`config.mk`:
```
export PLATFORM = sky130hd
export DESIGN_NAME = pwm_config_scheduler
export DESIGN_NICKNAME = d
export VERILOG_FILES = /design/src/rtl/pwm_config_scheduler.sv
export SDC_FILE = /design/constraint.sdc
export NUM_CORES = 1
export LEC_CHECK = 0
export BUFFER_PORTS_ARGS = -buffer_cell sky130_fd_sc_hd__buf_2
export CAP_MARGIN = 20
export CORE_ASPECT_RATIO = 1.1
export CORE_UTILIZATION = 30
export CTS_BUF_LIST = sky130_fd_sc_hd__clkbuf_16
export DETAILED_ROUTE_END_ITERATION = 12
export PLACE_DENSITY = 0.48
export REMOVE_ABC_BUFFERS = 1
export SKIP_LAST_GASP = 1
export SYNTH_ARGS = -nofsm -noshare
export SYNTH_HDL_FRONTEND = slang
export SYNTH_SLANG_ARGS = --single-unit
```
`constraint.sdc`:
```
create_clock -name CLK -period 12.9 [get_ports CLK]
set_clock_uncertainty 0.1 [all_clocks]
set_input_delay 1.29 -clock CLK [delete_from_list [all_inputs] [get_ports CLK]]
set_output_delay 1.29 -clock CLK [all_outputs]
set_load 0.005 [all_outputs]
```
`src/rtl/pwm_config_scheduler.sv`:
```
// Double-buffered configuration scheduler for NCH PWM timers: writes land in a
// per-channel shadow set and are committed to the active set at a safe point.
module pwm_config_scheduler #(
   parameter  int NCH = 4,
   parameter  int W   = 16,
   localparam int CW  = (NCH > 1) ? $clog2(NCH) : 1
) (
   input  logic              CLK,
   input  logic              RST,
   input  logic              WrValid,
   output logic              WrReady,
   input  logic [CW-1:0]     WrChan,
   input  logic [1:0]        WrReg,
   input  logic [W-1:0]      WrData,
   input  logic [NCH-1:0]    PeriodEnd,
   output logic [NCH*W-1:0]  Prescaler,
   output logic [NCH*W-1:0]  Count,
   output logic [NCH*W-1:0]  SwitchValue,
   output logic [NCH-1:0]    Enable,
   output logic [NCH-1:0]    Pending,
   output logic [NCH-1:0]    UpdateDone
);

   typedef enum logic {ST_IDLE, ST_ARMED} state_t;

   logic r_ready_en;
   logic w_blocked;
   logic w_accept;

   // Shadow writes to an armed channel stall so the committed set stays coherent.
   always_comb begin
      w_blocked = 1'b0;
      for (int c = 0; c < NCH; c++) begin
         if (WrChan == CW'(c) && Pending[c] && WrReg != 2'd3)
            w_blocked = 1'b1;
      end
   end

   assign WrReady  = r_ready_en & ~w_blocked;
   assign w_accept = WrValid & WrReady;

   always_ff @(posedge CLK or posedge RST) begin
      if (RST) r_ready_en <= 1'b0;
      else     r_ready_en <= 1'b1;
   end

   generate
      for (genvar gi = 0; gi < NCH; gi++) begin : g_ch
         state_t         r_state;
         state_t         w_state_next;
         logic [W-1:0]   r_sh_ps, r_sh_ct, r_sh_sv;
         logic [W-1:0]   r_ps, r_ct, r_sv;
         logic           r_en;
         logic           r_done;
         logic           w_sel;
         logic           w_ctrl;
         logic           w_arm;
         logic           w_commit;

         assign w_sel  = w_accept && (WrChan == CW'(gi));
         assign w_ctrl = w_sel && (WrReg == 2'd3);
         assign w_arm  = w_ctrl && WrData[1];

         // A disabled channel has no period boundary to wait for, so it commits at once.
         always_comb begin
            w_state_next = r_state;
            w_commit     = 1'b0;
            case (r_state)
               ST_IDLE: begin
                  if (w_arm) w_state_next = ST_ARMED;
               end
               ST_ARMED: begin
                  if (!r_en || PeriodEnd[gi]) begin
                     w_commit     = 1'b1;
                     w_state_next = w_arm ? ST_ARMED : ST_IDLE;
                  end
               end
               default: w_state_next = ST_IDLE;
            endcase
         end

         always_ff @(posedge CLK or posedge RST) begin
            if (RST) r_state <= ST_IDLE;
            else     r_state <= w_state_next;
         end

         always_ff @(posedge CLK or posedge RST) begin
            if (RST) begin
               r_sh_ps <= '0;
               r_sh_ct <= '0;
               r_sh_sv <= '0;
               r_ps    <= '0;
               r_ct    <= '0;
               r_sv    <= '0;
               r_en    <= 1'b0;
               r_done  <= 1'b0;
            end else begin
               r_done <= w_commit;
               if (w_commit) begin
                  r_ps <= r_sh_ps;
                  r_ct <= r_sh_ct;
                  r_sv <= r_sh_sv;
               end
               if (w_sel) begin
                  case (WrReg)
                     2'd0:    r_sh_ps <= WrData;
                     2'd1:    r_sh_ct <= WrData;
                     2'd2:    r_sh_sv <= WrData;
                     default: r_en    <= WrData[0];
                  endcase
               end
            end
         end

         assign Prescaler[gi*W +: W]   = r_ps;
         assign Count[gi*W +: W]       = r_ct;
         assign SwitchValue[gi*W +: W] = r_sv;
         assign Enable[gi]             = r_en;
         assign Pending[gi]            = (r_state == ST_ARMED);
         assign UpdateDone[gi]         = r_done;
      end
   endgenerate

endmodule

```
Yosys cells after proc, flatten, opt, wreduce, memory -nomap -nowiden. Index checks and enable logic that the tools add are counted.

Equality and inequality tests: 7. Mux-type cells: 24. Bitwise operators: 8. Reduce and logical (&&, ||, !) cells: 47.

Operators by type and width (number): 2-bit AND reduction (16); 1-bit logical AND (20); 1-bit two-way mux (20); 2-bit == test (second input constant) (4); 1-bit case mux with 2 select lines (4); 1-bit inverter (6); 2-bit by 1-bit == test with 1-bit output (second input constant) (2); 1-bit logical NOT (4); 2-bit logical NOT (2); 1-bit logical OR (4); 3-bit OR reduction (1); 1-bit AND (2); 2-bit inequality test (second input constant) (1).

Register bits after elaboration: 397. Input port bits: 27. Output and inout port bits: 205. Word-level logic and storage cells: 123.

Logic depth before layout (Yosys ltp). Gate-level depths: netlist (run 1).

Word-level depth: 16. Depth in mapped cells: 5. Gate-level depth less buffers: 3.

Worst setup path before layout (run 1). OpenSTA, ideal clock, no wires.

Kind: input to output. Start: in WrChan[0]. End: out WrReady. Arrival time: 2141 ps. Required time: 11510 ps. Slack: 9369 ps. Stages: 3. Path buffers: 1. Cells stage by stage: buf_4 > mux4_2 > a21boi_0.

Cells in the longest elaborated chain, start to end: 9. Elaborated cells between the ends (all ways): 18.

Ends and longest elaborated chain: start, declared (line 12) `input logic [CW-1:0] WrChan,`; 2-bit logical NOT (line 34) `if (WrChan == CW'(c) && Pending[c] && WrReg != 2'd3)`; 1-bit logical AND (2 in a row) (line 34); 1-bit two-way mux (3 in a row) (line 34); 1-bit two-way mux (*) (line 34); 1-bit inverter (*) (line 39) `assign WrReady = r_ready_en & ~w_blocked;`; 1-bit AND (*) (line 39); end, declared (line 11) `output logic WrReady,`.

Mark *: on every way between the ends. The rest lies on a longest branch, timed or not.

Final worst setup path (run 1). Ends and elaborated chain as after synthesis.

==> out/metrics.cfg, run 1 <==
[synth]
synthDominantCellAreaShare_pct=66.1
yosys.area_share.adder_pct=0
synth_cell_types=27
synthCells=903
synth_edf_count=0
synth_compound_area_share_pct=0.258
synth_simple_gate_area_share_pct=1.87
ys_seq_area_share_pct=66.1
synth_seq_cells=397
synthMuxAreaShare_pct=29.2
synth_area_mm2=0.0150
avgSynthCellArea_um2=16.7
async_flop_share_pct=100
synth_xor_area_share_pct=0
ys.warnings.count=0
yosysMostFrequentCell=dfrtp_1
synth.largest_area_cell=dfrtp_1
synth_area_leaders=dfrtp_1 66%, mux2_2 29%, buf_4 0.80%
synth_top_family_by_area=multiplexers
synth_common_cells=397 x dfrtp_1, 387 x mux2_2, 25 x clkbuf_1
synth_ff_type=dfrtp_1

[global_route]
antenna_found_initial=11
grt_pass1_vias=8412
gr-total-overflow=0
grt_max_degree=89
grt_first_pass_wirelength_um=56400
track_usage_pct=15.0

[drt]
wl_per_cell_um=20.8
num_vias=8119
drtIter0Drc=357
drc=0
routed_wirelength_um=37700
detail-route-antenna-nets=0
routed_via_density=4.48
dr.pass1.iters=4

[placement]
place.gp.congestion=0.679
io_buffers=231
placed_area_mm2=0.0168
hpwl_um=23100

[cells_and_area]
final_area_mm2=0.0182
num-nets-final=1153
nFillCells=4746
syn2layout_area_growth_pct=20.7
utilization_pct=36.9
layout-drive-gt1-share_pct=61.2

[cts]
tritoncts=done
cts_hold_buf=0
cts_inserted_buffers=44
cts_buffer_depth=3
clock_sinks=397
cts-root-buf=clkbuf_16
cts.repair.resized=0
htreeDepth=2
clkTransAtPathRegs_ps=60
post_cts_buffers=0
clk_latency_ps=550

[floorplan]
dieArea_mm2=0.0510
io_pins=232
fp.dieH_um=237
rows=85
coreArea_mm2=0.0492
die_w_um=215
initial_core_util_pct=30.5

[timing]
final-max-slew-violation-count=0
max_freq_mhz=260
hold_viol=0
relSlewSlack_pct=29.0
fin_tns_setup_ps=0
tightestPinTransition_ps=1060
rsz0062_at_grt=no
period_needed_ps=3850
finalSetupViolCount=0
finalCritPeriodShare_pct=29.9

[worst_setup_path]
worst-path-buf-inv=2
path_class=in2out
path_common_cell=buf_2
ff2ff_setup_slack_ps=10620
cp_slowest_stage_delay_ps=530
crit_path_start_kind=input pin
slowest_stage=mux4_2
cp_max_fo=9
r2r-start=r_ready_en
cp_top_family=multiplexers
timing.rr.end=g_ch[3].r_sh_sv[3]
cp.required_ps=11510
crit_chain=buf_2 -> mux4_2 -> a21boi_0 -> buf_2
r2r_cells=3
arrival_ps=2460
endpoint_kind=output port
critPathLaunch=WrChan[0]
crit_cells=4

[power]
powerDensity_mw_per_mm2=163
p_total_w=0.00296
pwr-share-clk_pct=40.6
switching_power_w=0.000691
p_seq_share_pct=50.2
p_int_w=0.00227
leakage_nw=9.49
max-vdd-ir-drop_mv=0.104
combPwrFrac_pct=9.2
p_sw_share_pct=23.3

[run_status]
outcome=complete, no violations

[worst_hold_path]
holdCritStartpoint=g_ch[3].r_sh_sv[1]
holdCritPathClass=reg2reg
whs_path_depth=1
min_to=g_ch[3].r_sh_sv[1]

[flow_run]
max_cap_violations=0

## cells in the final DEF (no fill, tap or decap)
cell type / Yosys / routed
diode_2: 0 / 4
buf_2: 21 / 231
conb_1: 1 / 1
o22ai_1: 2 / 2
inv_8: 0 / 1
and4bb_2: 1 / 1
buf_8: 0 / 2
clkinv_4: 0 / 1
and4b_1: 2 / 2
nor3_1: 1 / 1
mux2_2: 387 / 387
nand4_1: 1 / 1
o32ai_1: 1 / 1
inv_1: 10 / 19
o21ai_0: 1 / 1
nand3b_1: 1 / 1
mux4_2: 1 / 1
nand2b_1: 5 / 5
clkinv_2: 0 / 5
nor3b_4: 5 / 5
o21ai_4: 0 / 1
clkinv_1: 0 / 12
clkbuf_16: 0 / 45
mux2_1: 1 / 1
nor3_2: 1 / 1
nand2_1: 4 / 1
or2_2: 1 / 1
nand2_2: 10 / 13
dfrtp_1: 397 / 397
nor2_1: 3 / 3
bufinv_16: 0 / 4
a21boi_0: 1 / 1
buf_4: 16 / 9
## layer usage
layer	vias to the layer above	GRT usage [%]	part of all wire (%)
li1	3615	-	-
met1	4247	20.0	44
met2	193	24.1	48
met3	58	3.82	5.6
met4	6	4.13	2.0
met5	-	0	0.13
## worst max path at each step
| stage | to | slack [ps] |
|---|---|---|
| after floorplan | g_ch[0].r_ct[0] | 470 |
| after CTS | g_ch[3].r_sh_ps[8] | 8910 |
| after global placement | g_ch[3].r_done | 8330 |
| final | WrReady | 9050 |
| after detailed placement | g_ch[3].r_done | 8290 |
| after global routing | g_ch[1].r_sv[14] | 8560 |
## sequential cells by signal (all words and copies together), names as in the netlist
name and count:
g_ch.r_ct 64, g_ch.r_sh_ct 64, g_ch.r_sv 64, g_ch.r_ps 64, g_ch.r_state 4, g_ch.r_sh_sv 64, g_ch.r_en 4, g_ch.r_sh_ps 64
g_ch.r_done 4, r_ready_en 1
## cells by family after synthesis
group | after synthesis
compound gates | 6
buf+inv | 75
other cells | 1
flops | 397
mux | 389
simple gates | 35
## power groups by stage
stage | sequential (W) | combinational (W) | clock, W
finish | 0.00149 | 0.000273 | 0.00120
global route | 0.00151 | 0.000302 | 0.00129
CTS | 0.00149 | 0.000283 | 0.00125
detailed placement | 0.00151 | 0.000283 | 0
global placement | 0.00151 | 0.000276 | 0
floorplan | 0.00149 | 0.000170 | 0
## area by class of cell
| cell class | instances | area, um2 | area share [%] |
|---|---|---|---|
| well taps | 652 | 816 | 4.49 |
| repair buffers | 242 | 1250 | 6.91 |
| inverters | 10 | 45.0 | 0.248 |
| diodes | 4 | 10.0 | 0.0551 |
| multi-input cells | 431 | 4730 | 26.1 |
| clock buffers | 45 | 1130 | 6.20 |
| flip-flops and latches | 397 | 9930 | 54.7 |
| clock inverters | 32 | 236 | 1.30 |
## per-stage QoR
step	std cells	setup WS, ps	hold WS (ps)
after CTS	1808	8910	390
after floorplan	838	471	354
after global placement	1730	8330	367
after global routing	1809	8560	406
after detailed placement	1731	8290	377
final	1813	9050	387
Note: power is estimated with default switching activity, not from simulation.
==> run 2: changes to the inputs <==
clock period = 3.4 ns   (was 12.9 ns; I/O delays follow)
==> run 2 against run 1 <==
Net effect: sequential cell count stayed put; final area is 1.2% higher; clock power grew to 4.0 times the previous value; first-iteration DRC count is 10% lower; sequential power grew to 3.8 times the previous value; critical path depth is 1 lower; worst hold slack worse by 320 ps; combinational power grew to 3.9 times the previous value; critical path type is now reg2out; critical endpoint unchanged; largest cell class unchanged.
==> out/metrics.cfg, run 2 (same netlist as run 1, synthesis figures left out) <==
[timing]
finalWorstSetupSlack_ps=946
rsz0062_at_grt=no
final-max-slew-violation-count=0
holdWs_ps=63.5
finalSetupViolCount=0
tightestPinTransition_ps=948
finalCritPeriodShare_pct=72.2
relSlewSlack_pct=36.7
period_needed_ps=2450
max_freq_mhz=408
hold_viol=0

[global_route]
grt_first_pass_wirelength_um=57700
grt_max_degree=100
gr-usage-met2_pct=24.0
gr-total-overflow=0
busiest_layer=met2
grtUsageMet1_pct=21.7
antenna_found_initial=8
use_met3_pct=3.03
grt_pass1_vias=8420
track_usage_pct=15.4

[drt]
drc=0
wl_per_cell_um=21.2
detail-route-antenna-nets=0
routed_wirelength_um=38500
drtIter0Drc=320
routed_via_density=4.52
num_vias=8204
dr.pass1.iters=4

[floorplan]
io_pins=232
coreArea_mm2=0.0492
die_w_um=215
initial_core_util_pct=30.5
fp.dieH_um=237
dieArea_mm2=0.0510
rows=85

[placement]
dp_slack_ps=1040
io_buffers=231
place.gp.congestion=0.693
dp_cells=1734
hpwl_um=24200

[cts]
htreeDepth=2
cts_buffer_depth=3
clkTransAtPathRegs_ps=60
cts-root-buf=clkbuf_16
tritoncts=done
cts_inserted_buffers=44
clock_sinks=397
cts.repair.resized=0
post_cts_buffers=0
clk_latency_ps=560
cts_hold_buf=4

[cells_and_area]
final_cell_mix=397 x dfrtp_1, 387 x mux2_2, 231 x buf_2
layout-drive-gt1-share_pct=61.6
nFillCells=4740
num-nets-final=1159
final_common_cell=dfrtp_1
syn2layout_area_growth_pct=22.1
utilization_pct=37.3
layoutNonFillerInstCount=1817

[run_status]
outcome=complete, no violations

[power]
p_sw_share_pct=23.2
combPwrFrac_pct=9.2
p_int_w=0.00887
max-vdd-ir-drop_mv=0.290
pwr-share-clk_pct=41.9
switching_power_w=0.00267
p_seq_share_pct=48.9
powerDensity_mw_per_mm2=629
leakage_nw=9.59
p_total_w=0.0115

[worst_hold_path]
holdCritPathClass=in2reg

[worst_setup_path]
endpoint_kind=output port
arrival_ps=2010
cp.required_ps=2960
cp_max_fo=7
crit_path_start_kind=flip-flop
path_class=reg2out

[flow_run]
max_cap_violations=0

run 2: power groups by stage:
stage          registers (W)  logic [W]  clock network (W)
2_1_floorplan        0.00567   0.000646                  0
3_3_place_gp         0.00572    0.00106                  0
3_5_place_dp         0.00574    0.00109                  0
4_1_cts              0.00565    0.00110            0.00503
5_1_grt              0.00573    0.00118            0.00518
6_report             0.00564    0.00106            0.00484
run 2: path summary, 6_finish.rpt:
kind                                  endpoint          startpoint  depth (start not counted)  slack (ps)
max                                    WrReady     g_ch[3].r_state                          3         950
min                            g_ch[0].r_state           WrChan[1]                          2          60
max reg2reg                g_ch[3].r_sh_sv[13]          r_ready_en                          3        1180
min reg2reg                    g_ch[2].r_ps[5]  g_ch[2].r_sh_ps[5]                          1         390
max in group asynchronous      g_ch[3].r_sv[2]                 RST                          4        1870
min in group asynchronous       g_ch[2].r_done                 RST                          3         390
run 2: area by class of cell:
| class | instances | area, um2 | share of cell area (%) |
|---|---|---|---|
| multi-input combinational | 431 | 4730 | 25.8 |
| sequential | 397 | 9930 | 54.1 |
| tap | 652 | 816 | 4.44 |
| timing repair buffer | 248 | 1380 | 7.52 |
| clock buffer | 45 | 1130 | 6.13 |
| antenna | 3 | 7.51 | 0.0409 |
| inverter | 10 | 45.0 | 0.245 |
| clock inverter | 31 | 322 | 1.75 |
run 2: layer usage:
layer / vias to the layer above / wire, um
met5: - / 13
met4: 2 / 786
met3: 56 / 1780
met2: 186 / 17700
met1: 4335 / 18200
li1: 3625 / -
run 2: critical path: stages, from the launching register on:
cell	delay (ps)
dfrtp_1	540
mux4_2	570
a21boi_0	200
buf_2	140
run 2: per-stage QoR:
step,cell area [um2],setup TNS [ps]
final,18400,0
after global placement,16900,0
after floorplan,14700,-3207510
after CTS,18400,0
after detailed placement,16900,0
after global routing,18400,0
